### config.mk
export PLATFORM = sky130hd
export DESIGN_NAME = fwd_ctrl
export DESIGN_NICKNAME = d
export VERILOG_FILES = /design/src/rtl/fwd_ctrl.sv
export SDC_FILE = /design/constraint.sdc
export NUM_CORES = 1
export LEC_CHECK = 0
export CAP_MARGIN = 40
export CELL_PAD_IN_SITES_DETAIL_PLACEMENT = 0
export CELL_PAD_IN_SITES_GLOBAL_PLACEMENT = 1
export CORE_UTILIZATION = 27
export DETAILED_ROUTE_END_ITERATION = 6
export GPL_TIMING_DRIVEN = 0
export MAX_ROUTING_LAYER = met4
export PLACE_DENSITY_LB_ADDON = 0.2
export SETUP_SLACK_MARGIN = 0.3
export SLEW_MARGIN = 20
export SYNTH_ARGS = -nofsm -noshare
export SYNTH_HDL_FRONTEND = slang
export SYNTH_SLANG_ARGS = --single-unit
### constraint.sdc
create_clock -name clk -period 2.05 [get_ports clk]
set_input_delay 0.41 -clock clk [delete_from_list [all_inputs] [get_ports clk]]
set_output_delay 0.41 -clock clk [all_outputs]
set_load 0.05 [all_outputs]
### src/rtl/fwd_ctrl.sv
// fwd_ctrl: registered EX operand forwarding selects and combinational load-use stall.
// Define STALL_COUNT_EN to add a saturating stall-cycle counter on stall_count.
module fwd_ctrl #(
    parameter int REG_ADDR_W = 5,
    parameter int CNT_W      = 32
) (
    input  logic                  clk,
    input  logic                  arst_n,
    input  logic                  id_valid,
    input  logic [REG_ADDR_W-1:0] id_rs1,
    input  logic [REG_ADDR_W-1:0] id_rs2,
    input  logic                  id_uses_rs1,
    input  logic                  id_uses_rs2,
    input  logic [REG_ADDR_W-1:0] id_rd,
    input  logic                  id_reg_write,
    input  logic                  id_mem_read,
    input  logic                  flush,
    output logic [1:0]            fwd_a,
    output logic [1:0]            fwd_b,
    output logic                  stall,
    output logic [CNT_W-1:0]      stall_count
);

    typedef struct packed {
        logic                  valid;
        logic [REG_ADDR_W-1:0] rd;
        logic                  reg_write;
        logic                  mem_read;
    } ex_meta_t;

    // WB-distance hits go through the register file, so the WB entry
    // never influences an output; MEM only needs "writing" and rd.
    ex_meta_t              ex_q, ex_d;
    logic                  mem_wr_q;
    logic [REG_ADDR_W-1:0] mem_rd_q;
    logic [1:0]            fwd_a_q, fwd_a_d;
    logic [1:0]            fwd_b_q, fwd_b_d;

    logic ex_wr;
    logic a_ex, a_mem, b_ex, b_mem;
    logic load_hit;
    logic bubble;

    assign ex_wr = ex_q.valid & ex_q.reg_write & (ex_q.rd != '0);

    assign a_ex  = id_uses_rs1 & ex_wr & (id_rs1 == ex_q.rd);
    assign b_ex  = id_uses_rs2 & ex_wr & (id_rs2 == ex_q.rd);
    assign a_mem = id_uses_rs1 & mem_wr_q & (id_rs1 == mem_rd_q);
    assign b_mem = id_uses_rs2 & mem_wr_q & (id_rs2 == mem_rd_q);

    assign load_hit = ex_q.mem_read & (a_ex | b_ex);
    assign stall    = id_valid & ~flush & load_hit;
    assign bubble   = ~id_valid | stall | flush;

    // Youngest producer (EX) wins over MEM.
    always_comb begin
        fwd_a_d = 2'b00;
        fwd_b_d = 2'b00;
        if (a_ex) begin
            fwd_a_d = 2'b01;
        end else if (a_mem) begin
            fwd_a_d = 2'b10;
        end
        if (b_ex) begin
            fwd_b_d = 2'b01;
        end else if (b_mem) begin
            fwd_b_d = 2'b10;
        end
        if (bubble) begin
            fwd_a_d = 2'b00;
            fwd_b_d = 2'b00;
        end
    end

    always_comb begin
        ex_d = '0;
        if (!bubble) begin
            ex_d.valid     = 1'b1;
            ex_d.rd        = id_rd;
            ex_d.reg_write = id_reg_write;
            ex_d.mem_read  = id_mem_read;
        end
    end

    always_ff @(posedge clk or negedge arst_n) begin
        if (!arst_n) begin
            ex_q     <= '0;
            mem_wr_q <= 1'b0;
            mem_rd_q <= '0;
            fwd_a_q  <= 2'b00;
            fwd_b_q  <= 2'b00;
        end else begin
            ex_q     <= ex_d;
            mem_wr_q <= ex_wr;
            mem_rd_q <= ex_q.rd;
            fwd_a_q  <= fwd_a_d;
            fwd_b_q  <= fwd_b_d;
        end
    end

    assign fwd_a = fwd_a_q;
    assign fwd_b = fwd_b_q;

`ifdef STALL_COUNT_EN
    logic [CNT_W-1:0] cnt_q;

    always_ff @(posedge clk or negedge arst_n) begin
        if (!arst_n) begin
            cnt_q <= '0;
        end else if (stall && (cnt_q != '1)) begin
            cnt_q <= cnt_q + CNT_W'(1);
        end
    end

    assign stall_count = cnt_q;
`else
    assign stall_count = '0;
`endif

endmodule

# After elaboration in Yosys (flattened, before gate mapping)
# Cells that the tools add are included.
[classes] eq_ne=4 n_reduce_logical=1 n_bitwise=18 mux=7
[op_table] op="$eq 5x5->1" count=4
[op_table] op="$and 1x1->1" count=13
[op_table] op="$mux 2" count=6
[op_table] op="$mux 8" count=1
[op_table] op="$reduce_bool 5->1" count=1
[op_table] op="$or 1x1->1" count=3
[op_table] op="$not 1->1" count=2
[word_totals] regBits=18

# Depth between registers and ports, before layout
[logic_depth] ltp_word=10 ltp_mapped=5

# Least setup slack after synthesis
# OpenSTA, ideal clock, no wires.
[synth_path] path_kind="reg-to-output" startpoint="register ex_q[5] in the netlist's numbering" endpoint="output port stall" stages_incl_launch_ff=6 arrival_ns=1.710 required_ns=1.640 slack_ns=-0.070 path_cell_list="dfrtp_1 -> xor2_1 -> nor4_1 -> nand3_1 -> a21oi_4 -> and2_1"
[synth_between] elab_chain_len=7 elab_cells_between_ends=11 cone_classes="eq/ne: 2; bitwise: 8; reduce/logical: 1"
[synth_rtl] element="from (decl)" line_no="33" source="ex_meta_t ex_q, ex_d;"
[synth_rtl] element="from (signal assigned)" line_no="87" source="ex_q <= '0;"
[synth_rtl] element="from (signal assigned)" line_no="93" source="ex_q <= ex_d;"
[synth_rtl] element="$reduce_bool 5->1" line_no="44" source="assign ex_wr = ex_q.valid & ex_q.reg_write & (ex_q.rd != '0);"
[synth_rtl] element="$and 1x1->1" line_no="44"
[synth_rtl] element="$and 1x1->1, on equally long branches (2 in series)" line_no="46, 47"
[synth_rtl] element="$or 1x1->1 (*)" line_no="51" source="assign load_hit = ex_q.mem_read & (a_ex | b_ex);"
[synth_rtl] element="$and 1x1->1 (*)" line_no="51"
[synth_rtl] element="$and 1x1->1 (*)" line_no="52" source="assign stall = id_valid & ~flush & load_hit;"
[synth_rtl] element="to (decl)" line_no="20" source="output logic stall,"
# Every way passes the cells marked *; elsewhere a longest branch is shown, timed or not.

# Worst setup path in the final report
[layout_path] startpoint="input port id_rs2[4]" endpoint="output port stall"
[layout_between] elab_chain_len=5
[layout_rtl] element="from (decl)" line_no="11" source="input logic [REG_ADDR_W-1:0] id_rs2,"
[layout_rtl] element="$eq 5x5->1" line_no="47" source="assign b_ex = id_uses_rs2 & ex_wr & (id_rs2 == ex_q.rd);"
[layout_rtl] element="$and 1x1->1" line_no="47"
[layout_rtl] element="$or 1x1->1" line_no="51"
[layout_rtl] element="$and 1x1->1" line_no="51"
[layout_rtl] element="$and 1x1->1" line_no="52"
# No other way between the ends.

==> impl_metrics.py <==
metrics = {
    "global_route": {
        "grt_pass1_wl_um": 3170,
        "grt_usage": 0.103,
        "grt_pass1_vias": 723,
        "antenna_found_initial": 0,
        "overflow": 0,
        "grt_max_degree": 19,
    },
    "floorplan": {
        "die_area_um2": 4250,
        "num_rows": 22,
        "start_util": 0.288,
        "die_w_um": 65.2,
        "die_y_um": 65.2,
        "io_pins": 60,
        "core_area_um2": 3740,
    },
    "sta": {
        "max_freq_ghz": 0.444,
        "rsz0062_at_grt": "true",
        "finalCriticalPeriod_ps": 2250,
        "finClkSkew_ps": 1.95,
        "setup_tns_ps": -200,
        "layout_setup_ws_ps": -200,
        "post-route-period-util": 1.10,
        "setup_violations": 1,
        "finalMaxSlewViolations": 0,
        "worst_hold_slack_ps": 332,
        "finalHoldViolations": 0,
    },
    "power": {
        "p_seq_frac": 0.419,
        "comb_power_share": 0.316,
        "peakVddDrop_v": 0.000199,
        "switchingPower_mw": 0.301,
        "power.total_mw": 0.901,
        "clkPwrFrac": 0.265,
        "internal_power_mw": 0.600,
        "switching_share": 0.334,
        "p_leak_nw": 0.860,
        "power.density_nw_per_um2": 539,
    },
    "cts": {
        "ctsHoldBuffers": 0,
        "cts_buffer_depth": 2,
        "clk_latency_ps": 250,
        "cts_tree": "done",
        "htreeDepth": 1,
        "clock-sinks": 18,
        "clk_pin_slew_worst_paths_ps": 60,
        "cts_buffers": 3,
        "root_buffer": "clkbuf_8",
    },
    "worst_setup_path": {
        "worstPathArrival_ps": 1840,
        "crit_fanout": 2,
        "timing.rr.start": "ex_q[6]",
        "regToRegSetupSlack_ps": 360,
        "crit_path_end_kind": "output pin",
        "slowest_delay_ps": 300,
        "cp-startpoint": "id_rs2[4]",
        "required_ps": 1640,
        "cp_cell_sequence": "dlygate4sd2_1, xor2_1, nor4_1, nand3_1, a21oi_4, and2_4, buf_8",
        "worst_path_max_delay_cell": "nor4_1",
        "critical_path_class": "in -> out",
        "crit_path_start_kind": "primary input",
    },
    "synthesis": {
        "synth_edf_count": 0,
        "yosys_register_bits": 18,
        "ys_types": 18,
        "synth_warnings": 0,
        "synth_seq_area_share": 0.418,
        "synth_ff_type": "dfrtp_1",
        "syn_inst": 111,
        "synthesis.area_um2": 1080,
        "synthArstFlopShare": 1.00,
        "syn_area_per_cell_um2": 9.71,
    },
    "cells_and_area": {
        "final_cell_mix": "buf_4 (38), conb_1 (32), dfrtp_1 (18), clkdlybuf4s50_1 (14)",
        "drive_above_1_share": 0.294,
        "area_growth_pct": 55.3,
        "post-route-util": 0.447,
        "final_area_um2": 1670,
        "n_fill_cell": 391,
        "finalNetCount": 205,
        "layout.cells.non_filler": 228,
        "final_common_cell": "buf_4",
        "n_antenna_cell": 0,
    },
    "route": {
        "wl_per_cell_um": 9.56,
        "routed_via_density": 3.61,
        "drt_iter0_drc": 33,
        "num_vias": 823,
        "ant_nets": 0,
        "drcViolationCount": 0,
        "firstDrtPassIters": 4,
        "wl_um": 2180,
    },
    "hold_path": {
        "hold_path_class": "in -> async",
    },
    "status": {
        "outcome": "finished with violations",
        "violations": "negative setup slack",
    },
    "place": {
        "dp_cells": 217,
        "dp_hpwl_um": 1640,
        "io_buffers": 27,
        "dp_slack_ps": -1230,
        "dpl_cell_area_um2": 1530,
        "place.gp.congestion": 0.808,
    },
    "job": {
        "drv_cap": 0,
    },
}
logic make-up after synthesis:
family	share of synthesized area
flops	0.418
compound gates	0.0314
buf+inv	0.230
xor+xnor	0.163
simple gates	0.154
other cells	0.00348
cell usage after synthesis (2+ instances only):
master | count | share of area
buf_4 | 32 | 0.22
dfrtp_1 | 18 | 0.42
xnor2_1 | 12 | 0.098
nor2_1 | 11 | 0.038
nand2_1 | 8 | 0.028
xor2_1 | 8 | 0.065
nand4_1 | 5 | 0.029
nor4_1 | 4 | 0.023
nand3_1 | 3 | 0.014
a2111oi_0 | 2 | 0.016
worst paths after layout:
path / end / cells past startpoint
min: mem_rd_q[1] / 1
max: stall / 7
min reg2reg: mem_rd_q[4] / 0
min in group clk: mem_rd_q[4] / 0
max reg2reg: ex_q[5] / 7
max in group asynchronous: mem_rd_q[0] / 2
power by group through the flow:
stage          Sequential (mW)  Clock [mW]  Combinational (mW)
2_1_floorplan            0.381           0               0.215
3_3_place_gp             0.383           0               0.279
3_5_place_dp             0.383           0               0.278
4_1_cts                  0.376       0.244               0.276
5_1_grt                  0.379       0.262               0.301
6_report                 0.377       0.239               0.285
state kept, by name, indices dropped and copies added, names as in the netlist:
register	count
fwd_a	2
mem_wr_q	1
mem_rd_q	5
ex_q	8
fwd_b	2
area by class of cell:
type	instances	area, um2	share of cell area
Timing Repair Buffer	35	328	0.196
Sequential cell	18	450	0.269
Clock buffer	3	41.3	0.0247
Inverter	1	3.75	0.00224
Buffer	33	245	0.147
Tap cell	48	60.1	0.0359
Multi-Input combinational cell	90	544	0.325
critical path, delay by kind of cell:
family | cells | cell delay [ps]
xor+xnor | 1 | 160
buf+inv | 2 | 390
simple gates | 3 | 670
compound gates | 1 | 190
what timing repair did:
item	in CTS	in global routing
buffers inserted	4	3
gates resized for setup	21	12
gates cloned	0	0
pin swaps	6	8
setup endpoints to repair	15	13
per-layer routing:
| metal | global-route usage | wire, um | up-vias | share of wire |
|---|---|---|---|---|
| li1 | - | - | 435 | - |
| met1 | 0.126 | 944 | 345 | 0.43 |
| met2 | 0.162 | 984 | 43 | 0.45 |
| met3 | 0.0399 | 250 | 0 | 0.11 |
| met4 | 0.0163 | 0 | 0 | 0 |
| met5 | - | 0 | - | 0 |
Note: power is estimated with default switching activity, not from simulation.
==> RTL change, RTL diff (same flow settings) <==
`mem_rd_q` no longer has a reset.
--- a/src/rtl/fwd_ctrl.sv
+++ b/src/rtl/fwd_ctrl.sv
@@ -88,3 +88,2 @@
             mem_wr_q <= 1'b0;
-            mem_rd_q <= '0;
             fwd_a_q  <= 2'b00;
@@ -94,3 +93,2 @@
             mem_wr_q <= ex_wr;
-            mem_rd_q <= ex_q.rd;
             fwd_a_q  <= fwd_a_d;
@@ -98,2 +96,6 @@
         end
+    end
+
+    always_ff @(posedge clk) begin
+        mem_rd_q <= ex_q.rd;
     end
Behaviour: same outputs for any inputs over 10 cycles, from zero or initial values and one cycle with arst_n low; that may be too few to reach the edited logic, so the function may still have changed.
==> RTL change against the unedited design <==
- the run still ends with negative setup slack left
- design area down 4.8%
- hold slack improved by 0.13 ns
- setup slack better by 0.0014 ns
- fmax about the same
- die area is 2.2% lower
- power decreased by 1.1%
- wire length down 5.6%
- via count is 0.97% lower
- sequential share of layout area decreased by 0.22 points
- largest power group unchanged
- largest cell class unchanged
- register-to-register slack worse by 0.02 ns
- synthesized area fell by 2.3%
- sequential cell count did not move
- critical path type unchanged
==> RTL change: results (changes against the unedited design) <==
critPathLaunch: "id_rs2[3]"  # was id_rs2[4]
outcome: "finished with violations"  # unchanged
fin_skew_ns: 0.00675  # was 0.00195 ns
place_congestion: 0.745  # was 0.808
netlist_top_cells_area: "dfrtp_1 31%, buf_4 23%, xnor2_1 10%, dfxtp_1 9.5%, xor2_1 6.7%"  # was dfrtp_1 42%, buf_4 22%, xnor2_1 9.8%, xor2_1 6.5%, nor2_1 3.8%
vdd_drop_max_uv: 302  # was 199 uV
layout-drive-gt1-share_pct: 26.4  # was 29.4%
slowest_stage: "nor4_2"  # was nor4_1
r2r_setup_slack_ns: 0.34  # was 0.36 ns
wl_per_cell_um: 9.11  # was 9.56 um
wl_met3_um: 211  # was 250 um
grt.met2_usage_pct: 17.9  # was 16.2%
setup_viol: 1  # unchanged
first_global_vias: 791  # was 723
violations: "negative setup slack"  # unchanged
power_leakage_nw: 0.813  # was 0.860 nW
grt_util_met1_pct: 13.3  # was 12.6%
dp_hpwl_um: 1670  # was 1640 um
dp_slack_ns: -1.27  # was -1.23 ns
drt_iter0_drc: 16  # was 33
layout_setup_ws_ns: -0.198  # was -0.200 ns
fin_tns_setup_ns: -0.198  # was -0.200 ns
worst_r2r_endpoint: "fwd_b[0]$_DFF_PN0_"  # was ex_q[5]$_DFF_PN0_
stdcell_count: 226  # was 228
critPathMaxStageDelay_ns: 0.34  # was 0.30 ns
fillerInstances: 380  # was 391
synthArstFlopShare_pct: 72.2  # was 100%
grt_pass1_wl_um: 3430  # was 3170 um
r2r.worst_path.cells: 6  # was 7
RTL change: cell count changes in the layout (fill, tap and decap cells not counted), sizes merged:
cell           delta
clkdlybuf4s15     +2
buf               -3
dfrtp             -5
dlygate4sd2       -2
clkbuf            +1
dfxtp             +5
RTL change: power groups by stage:
stage	clock, mW	combinational [mW]	sequential [mW]
after floorplan	0	0.215	0.379
after global placement	0	0.275	0.381
after detailed placement	0	0.276	0.382
after CTS	0.243	0.276	0.375
after global routing	0.263	0.295	0.376
final	0.237	0.279	0.375
RTL change: final cells by class:
| class | count | area [um^2] | share of cell area, % |
|---|---|---|---|
| Buffer | 33 | 245 | 15.4 |
| Sequential cell | 18 | 425 | 26.7 |
| Multi-Input combinational cell | 90 | 513 | 32.2 |
| Clock buffer | 4 | 45.0 | 2.83 |
| Tap cell | 48 | 60.1 | 3.77 |
| Inverter | 1 | 3.75 | 0.236 |
| Timing Repair Buffer | 32 | 300 | 18.9 |
